**config.mk**
```make
export PLATFORM = sky130hd
export DESIGN_NAME = divider_top
export DESIGN_NICKNAME = d
export VERILOG_FILES = /design/src/rtl/divider_top.sv
export SDC_FILE = /design/constraint.sdc
export NUM_CORES = 1
export LEC_CHECK = 0
export CAP_MARGIN = 20
export CORE_MARGIN = 2
export CORE_UTILIZATION = 61
export DETAILED_ROUTE_END_ITERATION = 7
export DONT_BUFFER_PORTS = 1
export PLACE_DENSITY = 0.77
export SLEW_MARGIN = 20
export SYNTH_ARGS = -nofsm -noshare
export SYNTH_HDL_FRONTEND = slang
export SYNTH_SLANG_ARGS = --single-unit
export TNS_END_PERCENT = 30
```
**constraint.sdc**
```tcl
create_clock -name clk -period 3.3 [get_ports clk]
set_input_delay 0.66 -clock clk [delete_from_list [all_inputs] [get_ports clk]]
set_output_delay 0.66 -clock clk [all_outputs]
set_load 0.01 [all_outputs]
```
**src/rtl/divider_top.sv**
```systemverilog
// Sequential radix-2 restoring divider, data_out = {remainder, quotient}; DIV_SIGNED_EN selects two's complement.
// Latency: start-to-done is N+2 cycles for every operand pair, including divide-by-zero.
// Backpressure: none; start is accepted only in IDLE and ignored (not queued) while busy.
module divider_top #(
    parameter int N = 16
) (
    input  logic           clk,
    input  logic           rst,
    input  logic           start,
    input  logic [N-1:0]   data_dividend,
    input  logic [N-1:0]   data_divisor,
    output logic [2*N-1:0] data_out,
    output logic           done,
    output logic           busy,
    output logic           div_zero
);

    localparam int CW = $clog2(N + 1);

    typedef enum logic [1:0] {IDLE, ITER, FIX, DONE} state_t;

    state_t         state;
    state_t         state_nxt;
    logic [N:0]     rem_q;
    logic [N-1:0]   quo_q;
    logic [N-1:0]   dvs_q;
    logic [N-1:0]   dvd_q;
    logic [CW-1:0]  count;
    logic           dz_q;

    logic [2*N:0]   rq_sh;
    logic [N:0]     rem_sh;
    logic [N+1:0]   trial;
    logic           trial_ok;
    logic [N:0]     rem_nxt;
    logic [N-1:0]   quo_nxt;
    logic [N-1:0]   q_fix;
    logic [N-1:0]   r_fix;

`ifdef DIV_SIGNED_EN
    logic neg_dd;
    logic neg_dv;

    function automatic logic [N-1:0] mag(input logic [N-1:0] x);
        return x[N-1] ? -x : x;
    endfunction
`endif

    always_comb begin
        state_nxt = state;
        done      = 1'b0;
        busy      = 1'b1;
        case (state)
            IDLE: begin
                busy = 1'b0;
                if (start) state_nxt = ITER;
            end
            ITER: if (count == CW'(1)) state_nxt = FIX;
            FIX:  state_nxt = DONE;
            DONE: begin
                done      = 1'b1;
                state_nxt = IDLE;
            end
            default: state_nxt = IDLE;
        endcase
    end

    // One restoring step; the extra trial bit is the borrow that decides restore.
    always_comb begin
        rq_sh    = {rem_q, quo_q} << 1;
        rem_sh   = rq_sh[2*N:N];
        trial    = {1'b0, rem_sh} - {2'b0, dvs_q};
        trial_ok = ~trial[N+1];
        rem_nxt  = trial_ok ? trial[N:0] : rem_sh;
        quo_nxt  = {rq_sh[N-1:1], trial_ok};
    end

    always_comb begin
`ifdef DIV_SIGNED_EN
        q_fix = (neg_dd ^ neg_dv) ? -quo_q : quo_q;
        r_fix = neg_dd ? -rem_q[N-1:0] : rem_q[N-1:0];
`else
        q_fix = quo_q;
        r_fix = rem_q[N-1:0];
`endif
        if (dz_q) begin
            q_fix = '1;
            r_fix = dvd_q;
        end
    end

    always_ff @(posedge clk) begin
        if (rst) begin
            state    <= IDLE;
            count    <= '0;
            rem_q    <= '0;
            quo_q    <= '0;
            dvs_q    <= '0;
            dvd_q    <= '0;
            dz_q     <= 1'b0;
            data_out <= '0;
            div_zero <= 1'b0;
`ifdef DIV_SIGNED_EN
            neg_dd   <= 1'b0;
            neg_dv   <= 1'b0;
`endif
        end else begin
            state <= state_nxt;
            case (state)
                IDLE: if (start) begin
                    rem_q <= '0;
                    count <= CW'(N);
                    dvd_q <= data_dividend;
                    dz_q  <= (data_divisor == '0);
`ifdef DIV_SIGNED_EN
                    quo_q  <= mag(data_dividend);
                    dvs_q  <= mag(data_divisor);
                    neg_dd <= data_dividend[N-1];
                    neg_dv <= data_divisor[N-1];
`else
                    quo_q  <= data_dividend;
                    dvs_q  <= data_divisor;
`endif
                end
                ITER: begin
                    rem_q <= rem_nxt;
                    quo_q <= quo_nxt;
                    count <= count - CW'(1);
                end
                FIX: begin
                    data_out <= {r_fix, q_fix};
                    div_zero <= dz_q;
                end
                default: ;
            endcase
        end
    end

endmodule

```
==> metrics.csv <==
metric;value;unit
CTS tree;built;
CTS sink count;105;
global placer's final weighted congestion;0.905;
Hold Fails Final Rpt;0;
skew final;0.0143;ns
Crit Path Category;reg2reg;
reg2reg path depth;8;
Worst R2R Start;rem_q[13];
commonest cells in the netlist;dfxtp_1, nand2_1, nor2_1;
Clock Latency Late Sink;0.37;ns
met1 Track Usage GR;37.3;%
dpl hpwl;8330;um
cell count after synthesis;612;
Worst path max stage delay;0.63;ns
cell family with most CP delay;compound AO/OA/AOI/OAI gates;
fmax;0.382;GHz
fraction of layout cells with a size suffix above 1;4.38;%
synth warn;0;
GRT met2 Usage;42.6;%
Die Area;8990;sq um
Congestion Overflow GR;0;
DRT antenna net count;0;
VDD IR-drop max;455;uV
number of synthesized flops with an enable pin;0;
asr flop ratio synth;0;%
Reg area;2100;sq um
FF+latch count, synth;105;
worst-path fanout max;19;
DR iter-0 viols;275;
run status;finished clean;
post-place setup slack;0.709;ns
vias in the first global route;3855;
Final setup viols;0;
CP arrival;2.89;ns
setup tns final;0;ns
largest net degree at the start of global routing;94;
via count;4250;
most common cell in the synthesized netlist;dfxtp_1;
Buf/Inv on CP;0;
worst setup path startpoint;rem_q[13];
P&R area growth vs syn;3.83;%
Final period util;79.3;%
Post-Syn Nets;670;
Synth Cell Area;5030;sq um
worst setup margin;0.682;ns
Clk pin slew, worst setup/hold paths;0.11;ns
Worst Hold Depth;1;
row count;33;
grt met3 use;4.87;%
Post-CTS Setup Bufs;0;
Hold Path Sink;data_out[27];
crit start category;register;
CP cell instances;ha_1, a21o_1, a211o_1, a41oi_2, and3_1, a211oi_1, a21oi_1, nor2_1;
hold crit path type;in2reg;
worst flop-to-flop path endpoint;quo_q[0];
via-per-instance ratio;6.09;
Crit-path slowest cell;and3_1;
Slew HR;51.2;%
PD cells;1040;nW/um^2
Clock Root Buffer;clkbuf_8;
sequential fraction of the synthesis area;41.8;%
port buffer count;0;
Ports;70;
Die X;94.8;um
initial antenna violation count;0;
top-area cell type share of the netlist area;41.8;%
unrepaired setup endpoints after global routing;no;
total length of routed wires;11800;um
Least-Margin Pin Slew;0.732;ns
CTS H-Tree Depth;3;
first drt pass iteration count;5;
initial core utilization;62.1;%
ys flop type;dfxtp_1;
cell taking the most area after synthesis;dfxtp_1;
clock buffer depth;2;
multi-input logic area;2660;sq um
syn_area_per_cell;8.22;sq um
Tmin final;2.62;ns
flop-to-flop setup slack;0.68;ns
Die Ht;94.8;um
CP required;3.57;ns
first-pass GRT wire length;18900;um
Slew Limit Fails;0;
final layout net count;646;
max-cap violations;0;
ant diodes;0;
ranking of synthesized cells by area;dfxtp_1, mux2i_1, nand2_1;
drt wl/cell;16.8;um
number of library cell types mapped by synthesis;49;
Post-CTS Resized;0;
Num CTS Buffers;9;
core area;8090;sq um
Setup crit end kind;register;
GR peak layer;met2;
Filler cells;719;
# DRC;0;
critical hold path startpoint;rst;
all-layer global routing usage;26.9;%
# hold bufs at CTS;0;
leakage;1.95;nW
[worst reg2reg max path, stage by stage (launching register included)]
cell	delay (ns)
dfxtp_1	0.36
ha_1	0.42
a21o_1	0.24
a211o_1	0.32
a41oi_2	0.21
and3_1	0.63
a211oi_1	0.16
a21oi_1	0.15
nor2_1	0.05
[area by class of cell]
type | count | share of cell area [%]
timing repair buffer | 7 | 1.01
clock buffer | 10 | 2.44
multi-input combinational | 443 | 51.0
tap | 105 | 2.52
inverter | 22 | 1.58
clock inverter | 6 | 1.20
sequential | 105 | 40.3
[worst max path at each step]
stage                            to  cells past startpoint
final                      quo_q[0]                      8
after global routing       quo_q[0]                      8
after floorplan           rem_q[11]                     11
after global placement     quo_q[0]                      8
after CTS                  quo_q[0]                      8
after detailed placement   quo_q[0]                      8
[per-stage QoR]
step	instance area, sq um	power [W]	hold WS, ns	utilization [%]	instances
final	5220	0.00542	0.357	64.5	698
after global routing	5220	0.00585	0.339	64.5	698
after CTS	5220	0.00540	0.338	64.5	698
after detailed placement	5030	0.00464	0.442	62.1	682
after global placement	5030	0.00459	0.438	62.1	682
after floorplan	5030	0.00420	0.428	-	612
[where the power goes]
part	switching, W	internal (W)	leakage, nW	total (W)
Clock	0.000473	0.000294	0.0957	0.000766
Sequential	0.000357	0.00164	0.858	0.00200
Combinational	0.00163	0.00102	0.997	0.00265
[state kept, by name (all words and copies together) (netlist names)]
signal	count
state	2
data_out	32
dz_q	1
quo_q	16
count	5
div_zero	1
rem_q	16
dvs_q	16
dvd_q	16
[cell families (layout without fill, tap and decap cells)]
kind of cell / after synthesis / after routing / share of synthesized area [%]
xor+xnor: 10 / 10 / 1.74
buf+inv: 64 / 45 / 5.35
fa+ha+maj: 23 / 23 / 5.87
compound gates: 159 / 159 / 20.0
flops: 105 / 105 / 41.8
mux: 37 / 37 / 7.37
simple gates: 214 / 214 / 17.9
[per-layer routing]
metal | part of all wire, % | vias to the layer above
met4 | 1.8 | 0
met5 | 0 | -
met2 | 47 | 127
li1 | - | 2111
met3 | 6.0 | 22
met1 | 46 | 1990
[cells in the final DEF, fill, tap and decap left out, types with 2 or more instances in the layout]
cell / instances
xnor2_1: 3
and3_1: 2
nor3b_1: 2
o21ai_1: 17
buf_4: 7
nor4_1: 4
a21oi_1: 53
nand4_1: 4
nand3_1: 6
o211ai_1: 2
mux2i_1: 37
nand2_1: 88
a22o_1: 2
xor2_1: 7
o22ai_1: 16
clkinv_4: 3
a211oi_1: 38
inv_1: 22
nand3b_1: 2
nor3_1: 8
dfxtp_1: 105
nor2_1: 83
clkbuf_8: 9
ha_1: 21
o21ai_0: 8
a21o_1: 5
a32oi_1: 7
nand2b_1: 7
No activity file was read; power rests on OpenSTA's default activity.
